===== src/rtl/vx_om_lane_compactor.sv =====
// Splits one wide OM request into narrow OM beats, either packing active lanes
// densely or issuing fixed lane slices while skipping empty ones.
module vx_om_lane_compactor #(
  parameter int unsigned IN_LANES   = 4,
  parameter int unsigned OUT_LANES  = 1,
  parameter int unsigned COMPACT    = 1,
  parameter int unsigned UUID_WIDTH = 44,
  parameter int unsigned DIM_BITS   = 12,
  parameter int unsigned COLOR_BITS = 32,
  parameter int unsigned DEPTH_BITS = 24
) (
  input  logic                             clk,
  input  logic                             reset,
  input  logic                             req_valid_in,
  input  logic [UUID_WIDTH-1:0]            req_uuid_in,
  input  logic [IN_LANES-1:0]              req_mask_in,
  input  logic [IN_LANES*DIM_BITS-1:0]     req_pos_x_in,
  input  logic [IN_LANES*DIM_BITS-1:0]     req_pos_y_in,
  input  logic [IN_LANES*COLOR_BITS-1:0]   req_color_in,
  input  logic [IN_LANES*DEPTH_BITS-1:0]   req_depth_in,
  input  logic [IN_LANES-1:0]              req_face_in,
  output logic                             req_ready_in,
  output logic                             req_valid_out,
  output logic [UUID_WIDTH-1:0]            req_uuid_out,
  output logic [OUT_LANES-1:0]             req_mask_out,
  output logic [OUT_LANES*DIM_BITS-1:0]    req_pos_x_out,
  output logic [OUT_LANES*DIM_BITS-1:0]    req_pos_y_out,
  output logic [OUT_LANES*COLOR_BITS-1:0]  req_color_out,
  output logic [OUT_LANES*DEPTH_BITS-1:0]  req_depth_out,
  output logic [OUT_LANES-1:0]             req_face_out,
  output logic                             req_last_out,
  input  logic                             req_ready_out,
  output logic                             busy
);

  localparam int unsigned NUM_SLICES = IN_LANES / OUT_LANES;

  if (OUT_LANES < 1 || OUT_LANES > IN_LANES) begin : g_bad_out_lanes
    $error("OUT_LANES must be in 1..IN_LANES");
  end
  if (COMPACT == 0 && (IN_LANES % OUT_LANES) != 0) begin : g_bad_slicing
    $error("slice mode requires IN_LANES to be a multiple of OUT_LANES");
  end

  typedef enum logic {IDLE, ISSUE} state_t;

  state_t                          state;
  logic [UUID_WIDTH-1:0]           uuid_q;
  logic [IN_LANES-1:0]             rem_q;
  logic [IN_LANES*DIM_BITS-1:0]    pos_x_q;
  logic [IN_LANES*DIM_BITS-1:0]    pos_y_q;
  logic [IN_LANES*COLOR_BITS-1:0]  color_q;
  logic [IN_LANES*DEPTH_BITS-1:0]  depth_q;
  logic [IN_LANES-1:0]             face_q;
  logic [IN_LANES-1:0]             sel;
  logic                            found;
  logic                            fire_out;

  // Handshake: the next request can load in the same cycle the last beat leaves.
  assign req_valid_out = (state == ISSUE) & ~reset;
  assign busy          = (state == ISSUE) & ~reset;
  assign fire_out      = req_valid_out & req_ready_out;
  assign req_ready_in  = ~reset & ((state == IDLE) | (fire_out & req_last_out));
  assign req_uuid_out  = uuid_q;
  assign req_last_out  = ~|(rem_q & ~sel);

  // Beat formation from the remaining lanes of the held request.
  always_comb begin
    sel           = '0;
    found         = 1'b0;
    req_mask_out  = '0;
    req_pos_x_out = '0;
    req_pos_y_out = '0;
    req_color_out = '0;
    req_depth_out = '0;
    req_face_out  = '0;
    if (COMPACT != 0) begin
      for (int j = 0; j < OUT_LANES; j++) begin
        found = 1'b0;
        for (int i = 0; i < IN_LANES; i++) begin
          if (!found && rem_q[i] && !sel[i]) begin
            found           = 1'b1;
            sel[i]          = 1'b1;
            req_mask_out[j] = 1'b1;
            req_pos_x_out[j*DIM_BITS +: DIM_BITS]     = pos_x_q[i*DIM_BITS +: DIM_BITS];
            req_pos_y_out[j*DIM_BITS +: DIM_BITS]     = pos_y_q[i*DIM_BITS +: DIM_BITS];
            req_color_out[j*COLOR_BITS +: COLOR_BITS] = color_q[i*COLOR_BITS +: COLOR_BITS];
            req_depth_out[j*DEPTH_BITS +: DEPTH_BITS] = depth_q[i*DEPTH_BITS +: DEPTH_BITS];
            req_face_out[j] = face_q[i];
          end
        end
      end
    end else begin
      for (int s = 0; s < NUM_SLICES; s++) begin
        if (!found && (|rem_q[s*OUT_LANES +: OUT_LANES])) begin
          found = 1'b1;
          for (int j = 0; j < OUT_LANES; j++) begin
            if (rem_q[s*OUT_LANES + j]) begin
              sel[s*OUT_LANES + j] = 1'b1;
              req_mask_out[j]      = 1'b1;
              req_pos_x_out[j*DIM_BITS +: DIM_BITS] =
                pos_x_q[(s*OUT_LANES + j)*DIM_BITS +: DIM_BITS];
              req_pos_y_out[j*DIM_BITS +: DIM_BITS] =
                pos_y_q[(s*OUT_LANES + j)*DIM_BITS +: DIM_BITS];
              req_color_out[j*COLOR_BITS +: COLOR_BITS] =
                color_q[(s*OUT_LANES + j)*COLOR_BITS +: COLOR_BITS];
              req_depth_out[j*DEPTH_BITS +: DEPTH_BITS] =
                depth_q[(s*OUT_LANES + j)*DEPTH_BITS +: DEPTH_BITS];
              req_face_out[j] = face_q[s*OUT_LANES + j];
            end
          end
        end
      end
    end
  end

  // Holding register and lane cursor; an all-empty request is dropped on capture.
  always_ff @(posedge clk) begin
    if (reset) begin
      state <= IDLE;
      rem_q <= '0;
    end else if (req_valid_in && req_ready_in) begin
      uuid_q  <= req_uuid_in;
      rem_q   <= req_mask_in;
      pos_x_q <= req_pos_x_in;
      pos_y_q <= req_pos_y_in;
      color_q <= req_color_in;
      depth_q <= req_depth_in;
      face_q  <= req_face_in;
      state   <= (|req_mask_in) ? ISSUE : IDLE;
    end else if (fire_out) begin
      rem_q <= rem_q & ~sel;
      if (req_last_out) begin
        state <= IDLE;
      end
    end
  end

endmodule


===== config.mk =====
export PLATFORM = sky130hd
export DESIGN_NAME = vx_om_lane_compactor
export DESIGN_NICKNAME = d
export VERILOG_FILES = /design/src/rtl/vx_om_lane_compactor.sv
export SDC_FILE = /design/constraint.sdc
export NUM_CORES = 1
export LEC_CHECK = 0
export ABC_AREA = 1
export BUFFER_PORTS_ARGS = -buffer_cell sky130_fd_sc_hd__buf_4
export CORE_AREA = 4 4 195 197
export DETAILED_ROUTE_END_ITERATION = 7
export DIE_AREA = 0 0 199 201
export MAX_ROUTING_LAYER = met4
export PLACE_DENSITY_LB_ADDON = 0.08
export SETUP_SLACK_MARGIN = 0.5
export SLEW_MARGIN = 20
export SYNTH_ARGS = -nofsm -noshare
export SYNTH_HDL_FRONTEND = slang
export SYNTH_SLANG_ARGS = --single-unit

===== constraint.sdc =====
create_clock -name clk -period 10.7 [get_ports clk]
set_input_delay 1.605 -clock clk [delete_from_list [all_inputs] [get_ports clk]]
set_output_delay 1.605 -clock clk [all_outputs]
set_load 0.05 [all_outputs]

==> Word level (Yosys, flattened, before mapping) <==
Cells that the tools add are included.
{ "word_totals": {"reg_bits": 373, "latch_bits": 0, "ramBits": 0, "romBits": 0, "inputBits": 376, "word_cells": 64, "mem_count": 0} }
{ "classes": {"addsub": 0, "mul": 0, "n_div": 0, "order_cmp": 0, "n_eq_ne": 1, "shift": 0, "muxes": 33, "bitwise_logic": 9, "reduce_logical": 13} }
{ "op_table": {"columns": ["op", "count"], "rows": [
  ["2-to-1 mux 32 bit", 4],
  ["2-to-1 mux 12 bit", 8],
  ["2-to-1 mux 24 bit", 4],
  ["2-to-1 mux 1 bit", 15],
  ["2-to-1 mux 4 bit", 2],
  ["OR reduction 4 bit", 2],
  ["bitwise AND 1 bit", 4],
  ["bitwise AND 4 bit", 1],
  ["logical AND 1 bit", 4],
  ["logical NOT 1 bit", 4],
  ["NOT 4 bit", 1],
  ["AND reduction 2 bit", 2],
  ["inequality test 2 x 1 -> 1 bit, second input constant", 1],
  ["NOT 1 bit", 2],
  ["nonzero test 2 bit", 1],
  ["bitwise OR 1 bit", 1]
]} }

==> Logic depth before layout (Yosys ltp) <==
Gate-level depths: netlist of run 1.
{ "logic_depth": {"ltp_word": 20, "mapped_depth": 9, "mapped_depth_nobuf": 9} }

==> Worst setup path before layout of run 1 <==
OpenSTA, ideal clock, no wires.
{ "synth_path": {"path_kind": "in2reg", "start": "in reset", "end": "reg color_q[0], enable pin", "setup_time_ns": 0.555, "arrival_ns": 6.095, "t_required_ns": 10.145, "path_slack_ns": 4.050, "cell_stages": 6, "path_cell_list": "inv_2 > and3_4 > nand3_4 > nand2_4 > nand3_4 > inv_2"} }
{ "synth_between": {"elab_chain_cells": 8} }
{ "synth_lines": {"columns": ["element", "line_no", "text"], "rows": [
  ["start, declared", "13", "input logic reset,"],
  ["NOT 1 bit (no line) (*)", null, null],
  ["bitwise AND 1 bit", "60", "assign req_valid_out = (state == ISSUE) & ~reset;"],
  ["bitwise AND 1 bit", "62", "assign fire_out = req_valid_out & req_ready_out;"],
  ["bitwise AND 1 bit", "63", "assign req_ready_in = ~reset & ((state == IDLE) | (fire_out & req_last_out));"],
  ["bitwise OR 1 bit", "63", null],
  ["bitwise AND 1 bit", "63", null],
  ["logical AND 1 bit", "122", "end else if (req_valid_in && req_ready_in) begin"],
  ["AND reduction 2 bit (no line) (*)", null, null],
  ["end signal, assigned", "127", "color_q <= req_color_in;"],
  ["end, declared", "52", "logic [IN_LANES*COLOR_BITS-1:0] color_q;"]
]} }
Every way passes the cells marked *; elsewhere a longest branch is shown, timed or not.
A chain may end at the register's enable or synchronous reset.

==> Final worst setup path of run 1 <==
{ "layout_path": {"start": "reg rem_q[0]", "end": "out req_pos_y_out[6]"} }
{ "layout_between": {"elab_chain_cells": 10} }
{ "layout_lines": {"columns": ["element", "line_no", "text"], "rows": [
  ["start, declared", "49", "logic [IN_LANES-1:0] rem_q;"],
  ["start signal, assigned", "124", "rem_q <= req_mask_in;"],
  ["start signal, assigned", "132", "rem_q <= rem_q & ~sel;"],
  ["2-to-1 mux 1 bit", "81", "if (!found && rem_q[i] && !sel[i]) begin"],
  ["logical NOT 1 bit", "81", null],
  ["logical AND 1 bit", "81", null],
  ["2-to-1 mux 1 bit", "81", null],
  ["logical NOT 1 bit", "81", null],
  ["logical AND 1 bit", "81", null],
  ["2-to-1 mux 1 bit", "81", null],
  ["logical NOT 1 bit", "81", null],
  ["logical AND 1 bit", "81", null],
  ["2-to-1 mux 12 bit (*)", "81", null],
  ["end, declared", "27", "output logic [OUT_LANES*DIM_BITS-1:0] req_pos_y_out,"]
]} }
Marked as above.

==> out/metrics.yaml, run 1 <==
yosys:
  synthArstFlopShare_pct: 0
  synth_most_common_cell: "edfxtp_1"
  synth_top_family_by_area: "simple AND/OR/NAND/NOR gates"
  ys_seq_area_share_pct: 82.8
  synth_top_area_share_pct: 82.0
  synthTopCellsByArea: "edfxtp_1, nand2_1, nand4_1"
  synth.cell_area_um2: 13500
  synth.distinct_cells: 22
  yosys_warnings: 0
  yosys.area_share.simple_pct: 15.1
  yosys.area.top_type: "edfxtp_1"
  synthCells: 870
  synth_fa_ha_area_share_pct: 0
  avgSynthCellArea_um2: 15.5
  synthMuxAreaShare_pct: 0
  synthesis.nets: 1246
  postSynthRegisterBits: 373
  synth_xor_area_share_pct: 0
  synth_edf_count: 368
  synth_ff_type: "edfxtp_1"
  synth_top_cells_by_count: "edfxtp_1, nand2_1, nand3_1, nand4_1, buf_2"
  synth_compound_area_share_pct: 0.372
die:
  io_pins: 506
  core_um2: 36300
  die_area_um2: 40000
  fp.dieH_um: 201
  die_x_um: 199
  initial_core_util_pct: 37.2
  row_count: 70
critical_path:
  end_kind: "output pin"
  regToRegSetupSlack_ps: 7250
  r2r_cells: 9
  crit_fanout: 51
  cp-start-kind: "register"
  required_ps: 9100
  crit_arrival_ps: 3240
  reg2reg_from: "rem_q[1]$_SDFFE_PP0P_"
  r2r_end: "color_q[7]$_DFFE_PP_"
  crit_type: "register to output pin"
global_routing:
  antenna_found_initial: 5
  grt_pass1_wl_mm: 58.9
  grt_pass1_vias: 9410
  grt_usage_pct: 20.6
  grt.overflow.total: 0
  grt_max_degree: 146
place:
  dp_slack_ps: 6030
  place_area_um2: 17700
  gp_congestion: 0.820
  port_buffers: 505
  place_hpwl_mm: 27.9
clock_tree:
  post_cts_buffers: 0
  path_clk_slew_ps: 60
  cts_hold_buffers: 0
  root_buffer: "clkbuf_16"
  cts_buffers: 42
  cts_tree: "yes"
  clock-sinks: 373
  h-tree-depth: 2
  clk_latency_ps: 560
  ctsResizeCount: 0
  max-clock-path-buffers: 3
sta:
  finalMaxSlewViolations: 0
  worstMarginPinSlew_ps: 1080
  setup_viol_count_final: 0
  setup_ws_ps: 5850
  min_period_ps: 4850
  fmax_ghz: 0.206
  finClkSkew_ps: 9.34
  rsz0062_at_grt: "false"
  relSlewSlack_pct: 27.8
  setup_tns_ps: 0
  period_share_pct: 45.3
  hold_violations: 0
worst_hold_path:
  hp-class: "register to register"
  min_to: "state$_SDFFE_PP0P_"
  min_from: "state$_SDFFE_PP0P_"
  hold_path_depth: 2
drt:
  wl_mm: 41.2
  vias: 9064
  dr.first_iter.drc_count: 459
  viasPerCell: 4.80
  detail_route.wl_per_cell_um: 21.9
  first_pass_iters: 6
  ant_nets: 0
  remaining_drc_errors: 0
power:
  swShare_pct: 24.7
  p_leak_nw: 7.35
  p_int_mw: 2.62
  ir_drop_mv: 0.129
  pwr-share-comb_pct: 12.3
  p_clk_share_pct: 38.9
  switchingPower_mw: 0.857
  p_seq_share_pct: 48.8
  power_density_nw_per_um2: 183
job:
  drv_cap: 0
layout:
  finalNetCount: 1760
  drive_gt1_share_pct: 41.6
  final_cell_area_um2: 19000
  nFillCells: 3149
  area_growth_pct: 41.2
outcome:
  outcome: "completed"
==> flip-flops by register name (all words and copies together) (netlist names) <==
register / cells
req_uuid_out: 44
rem_q: 4
pos_x_q: 48
depth_q: 96
pos_y_q: 48
state: 1
color_q: 128
face_q: 4
==> routing by layer <==
metal	routed length, µm	global-route usage [%]	part of all wire [%]	up-vias
li1	-	-	-	4271
met2	20600	33.5	50	344
met1	15400	22.7	37	4389
met3	4150	8.88	10	60
met4	1140	6.94	2.8	0
met5	0	-	0	-
==> final cells by class <==
class	count	area, µm²	share of cell area (%)
inverter	11	51.3	0.270
timing repair buffer	513	3860	20.3
multi-input combinational	443	2080	10.9
clock buffer	48	1090	5.76
clock inverter	26	179	0.941
antenna	5	12.5	0.0658
tap	468	586	3.08
sequential	373	11200	58.7
==> through the flow <==
stage	power, mW	instances	util (%)	hold slack, ps
2_1_floorplan	1.96	870	-	534
3_3_place_gp	2.16	1808	48.9	569
3_5_place_dp	2.16	1808	48.9	575
4_1_cts	3.52	1882	52.4	584
5_1_grt	3.60	1887	52.5	607
6_report	3.48	1887	52.5	579
==> power by group through the flow <==
| stage | Clock [mW] | Sequential [mW] | Combinational (mW) |
|---|---|---|---|
| finish | 1.35 | 1.70 | 0.428 |
| global route | 1.45 | 1.70 | 0.455 |
| CTS | 1.39 | 1.70 | 0.435 |
| detailed placement | 0 | 1.73 | 0.434 |
| global placement | 0 | 1.73 | 0.431 |
| floorplan | 0 | 1.76 | 0.201 |
==> layout by cell type (no fill, tap or decap) <==
master / n
a21oi_1: 3
a21oi_2: 1
a31oi_2: 1
and3_4: 1
buf_4: 511
buf_6: 2
bufinv_16: 2
clkbuf_1: 5
clkbuf_16: 43
clkinv_1: 13
clkinv_2: 8
clkinvlp_4: 3
dfxtp_1: 3
dfxtp_4: 2
diode_2: 5
edfxtp_1: 368
inv_1: 6
inv_2: 2
inv_6: 2
inv_8: 1
nand2_1: 255
nand2_2: 2
nand2_4: 2
nand3_1: 84
nand3_4: 2
nand4_1: 84
nor2_1: 2
nor2_4: 3
nor3_1: 1
o21ai_0: 1
o41ai_1: 1
==> how the worst max path moves through the flow <==
stage,start,cells past startpoint,end,slack (ps)
final,rem_q[0]$_SDFFE_PP0P_,7,req_pos_y_out[6],5850
after global routing,rem_q[0]$_SDFFE_PP0P_,7,req_pos_y_out[2],5590
after CTS,rem_q[0]$_SDFFE_PP0P_,7,req_pos_y_out[6],5680
after detailed placement,reset,8,pos_y_q[31]$_DFFE_PP_,6030
after global placement,reset,8,pos_y_q[31]$_DFFE_PP_,6090
after floorplan,reset,6,color_q[0]$_DFFE_PP_,4050
==> logic make-up (layout without fill, tap and decap cells) <==
group,count (synthesis),after routing
buffers and inverters,54,598
AOI/OAI and AO/OA,7,7
other,0,5
DFF,373,373
and+or+nand+nor,436,436
==> worst max-delay path, stage by stage (launching register included) <==
cell and delay, ps:
dfxtp_4 460, nor2_4 220, nand2_4 80, nor2_4 690
buf_4 680, nand2_1 100, nand4_1 140, buf_4 220
(Power assumes the default switching activity.)
==> run 2: changes to the inputs <==
==> constraint.sdc (replaced) <==
create_clock -name clk -period 4.8 [get_ports clk]
set_input_delay 0.72 -clock clk [delete_from_list [all_inputs] [get_ports clk]]
set_output_delay 0.72 -clock clk [all_outputs]
set_load 0.05 [all_outputs]
==> out/metrics.yaml, run 2 (same netlist as run 1, synthesis figures left out) <==
outcome:
  outcome: "completed"  # unchanged
layout:
  layout_commonest_cell: "buf_4"  # unchanged
  stdcell_count: 1889  # was 1887
  finalNetCount: 1765  # was 1760
  fin_util_pct: 52.5  # about the same
  area_growth_pct: 41.4  # was 41.2%
  final_cell_mix: "buf_4, edfxtp_1, nand2_1"  # unchanged
  largest_reg_flops: 128  # unchanged
  regMostFlops: "color_q"  # unchanged
  drive_gt1_share_pct: 41.8  # was 41.6%
  reg.largest.list: "color_q (128), depth_q (96)"  # unchanged
place:
  dp_slack_ps: 1520  # was 6030 ps
  port_buffers: 505  # unchanged
  gp_congestion: 0.814  # was 0.820
  place_hpwl_mm: 28.2  # was 27.9 mm
  placed_cells: 1814  # was 1808
clock_tree:
  max-clock-path-buffers: 3  # unchanged
  cts_tree: "yes"  # unchanged
  h-tree-depth: 2  # unchanged
  ctsResizeCount: 0  # unchanged
  cts_hold_buffers: 0  # unchanged
  path_clk_slew_ps: 60  # about the same
  cts_buffers: 41  # was 42
  clk_latency_ps: 550  # was 560 ps
  clock-sinks: 373  # unchanged
  root_buffer: "clkbuf_16"  # unchanged
  post_cts_buffers: 0  # unchanged
power:
  power_density_nw_per_um2: 405  # was 183 nW/µm²
  p_leak_nw: 7.37  # was 7.35 nW
  p_total_mw: 7.71  # was 3.48 mW
  ir_drop_mv: 0.317  # was 0.129 mV
global_routing:
  grt_usage_pct: 20.1  # was 20.6%
  grt_pass1_wl_mm: 57.7  # was 58.9 mm
  grt_max_degree: 204  # was 146
  antenna_found_initial: 2  # was 5
  grt.overflow.total: 0  # unchanged
  grt_pass1_vias: 9255  # was 9410
critical_path:
  cp-start-kind: "register"  # unchanged
  regToRegSetupSlack_ps: 1550  # was 7250 ps
  crit_type: "register to output pin"  # unchanged
  r2r_cells: 9  # unchanged
  crit_fanout: 49  # was 51
  crit_arrival_ps: 2990  # was 3240 ps
  end_kind: "output pin"  # unchanged
  required_ps: 4080  # was 9100 ps
job:
  drv_cap: 0  # unchanged
die:
  core_um2: 36300  # unchanged
  io_pins: 506  # unchanged
  die_area_um2: 40000  # unchanged
  fp.dieH_um: 201  # unchanged
  die_x_um: 199  # unchanged
  initial_core_util_pct: 37.2  # unchanged
  row_count: 70  # unchanged
worst_hold_path:
  hold_path_depth: 1  # was 2
  hp-class: "input port to register"  # was register to register
sta:
  rsz0062_at_grt: "false"  # unchanged
  worstMarginPinSlew_ps: 926  # was 1080 ps
  setup_ws_ps: 1090  # was 5850 ps
  setup_tns_ps: 0  # unchanged
  min_period_ps: 3710
  period_share_pct: 77.4
  finClkSkew_ps: 20.9  # was 9.34 ps
  setup_viol_count_final: 0  # unchanged
  finalMaxSlewViolations: 0  # unchanged
  relSlewSlack_pct: 38.2  # was 27.8%
  hold_violations: 0  # unchanged
  fmax_ghz: 0.269
drt:
  detail_route.wl_per_cell_um: 21.4  # was 21.9 µm
  vias: 9079  # was 9064
  remaining_drc_errors: 0  # unchanged
  dr.first_iter.drc_count: 449  # was 459
  ant_nets: 0  # unchanged
  viasPerCell: 4.81  # was 4.80
  wl_mm: 40.4  # was 41.2 mm
  first_pass_iters: 4  # was 6
-- run 2: cell count changes in the layout (fill, tap and decap cells not counted), moves of 2 or more --
cell | previous run | this run
clkinv_1 | 13 | 6
clkbuf_1 | 5 | 12
buf_4 | 511 | 518
diode_2 | 5 | 2
clkbuf_16 | 43 | 41
buf_6 | 2 | 0
-- run 2: worst paths after layout --
| kind | to | start |
|---|---|---|
| setup / recovery | req_depth_out[2] | rem_q[0]$_SDFFE_PP0P_ |
| hold / removal | pos_x_q[23]$_DFFE_PP_ | req_pos_x_in[23] |
| setup reg to reg | depth_q[30]$_DFFE_PP_ | rem_q[0]$_SDFFE_PP0P_ |
| hold reg to reg | state$_SDFFE_PP0P_ | state$_SDFFE_PP0P_ |
-- run 2: area by class of cell --
| class | count | area, µm² |
|---|---|---|
| clock buffers | 53 | 1070 |
| clock inverters | 20 | 183 |
| flip-flops and latches | 373 | 11200 |
| diodes | 2 | 5.00 |
| multi-input cells | 443 | 2080 |
| well taps | 468 | 586 |
| inverters | 11 | 58.8 |
| repair buffers | 519 | 3910 |
| fillers | 3165 | 17200 |
-- run 2: through the flow --
step	hold slack (ps)	instance area, µm²
finish	336	19100
global route	300	19100
CTS	295	19000
detailed placement	567	17800
global placement	555	17800
floorplan	534	13500
-- run 2: worst max-delay path, cell delays in order (launching register included) --
cell and delay [ps]:
dfxtp_4 790, clkinv_2 660, buf_4 480, nand3_1 120, nand4_1 140, buf_4 220
-- run 2: power breakdown --
| group | total (mW) | switching, mW | internal [mW] |
|---|---|---|---|
| Clock | 2.97 | 1.24 | 1.74 |
| Combinational | 0.947 | 0.592 | 0.355 |
| Sequential | 3.79 | 0.0430 | 3.74 |
-- run 2: routing by layer --
metal / GRT usage (%) / vias up / part of all wire, %
li1: - / 4277 / -
met1: 22.7 / 4379 / 37
met2: 32.5 / 366 / 50
met3: 8.19 / 57 / 11
met4: 6.74 / 0 / 2.7
met5: - / - / 0
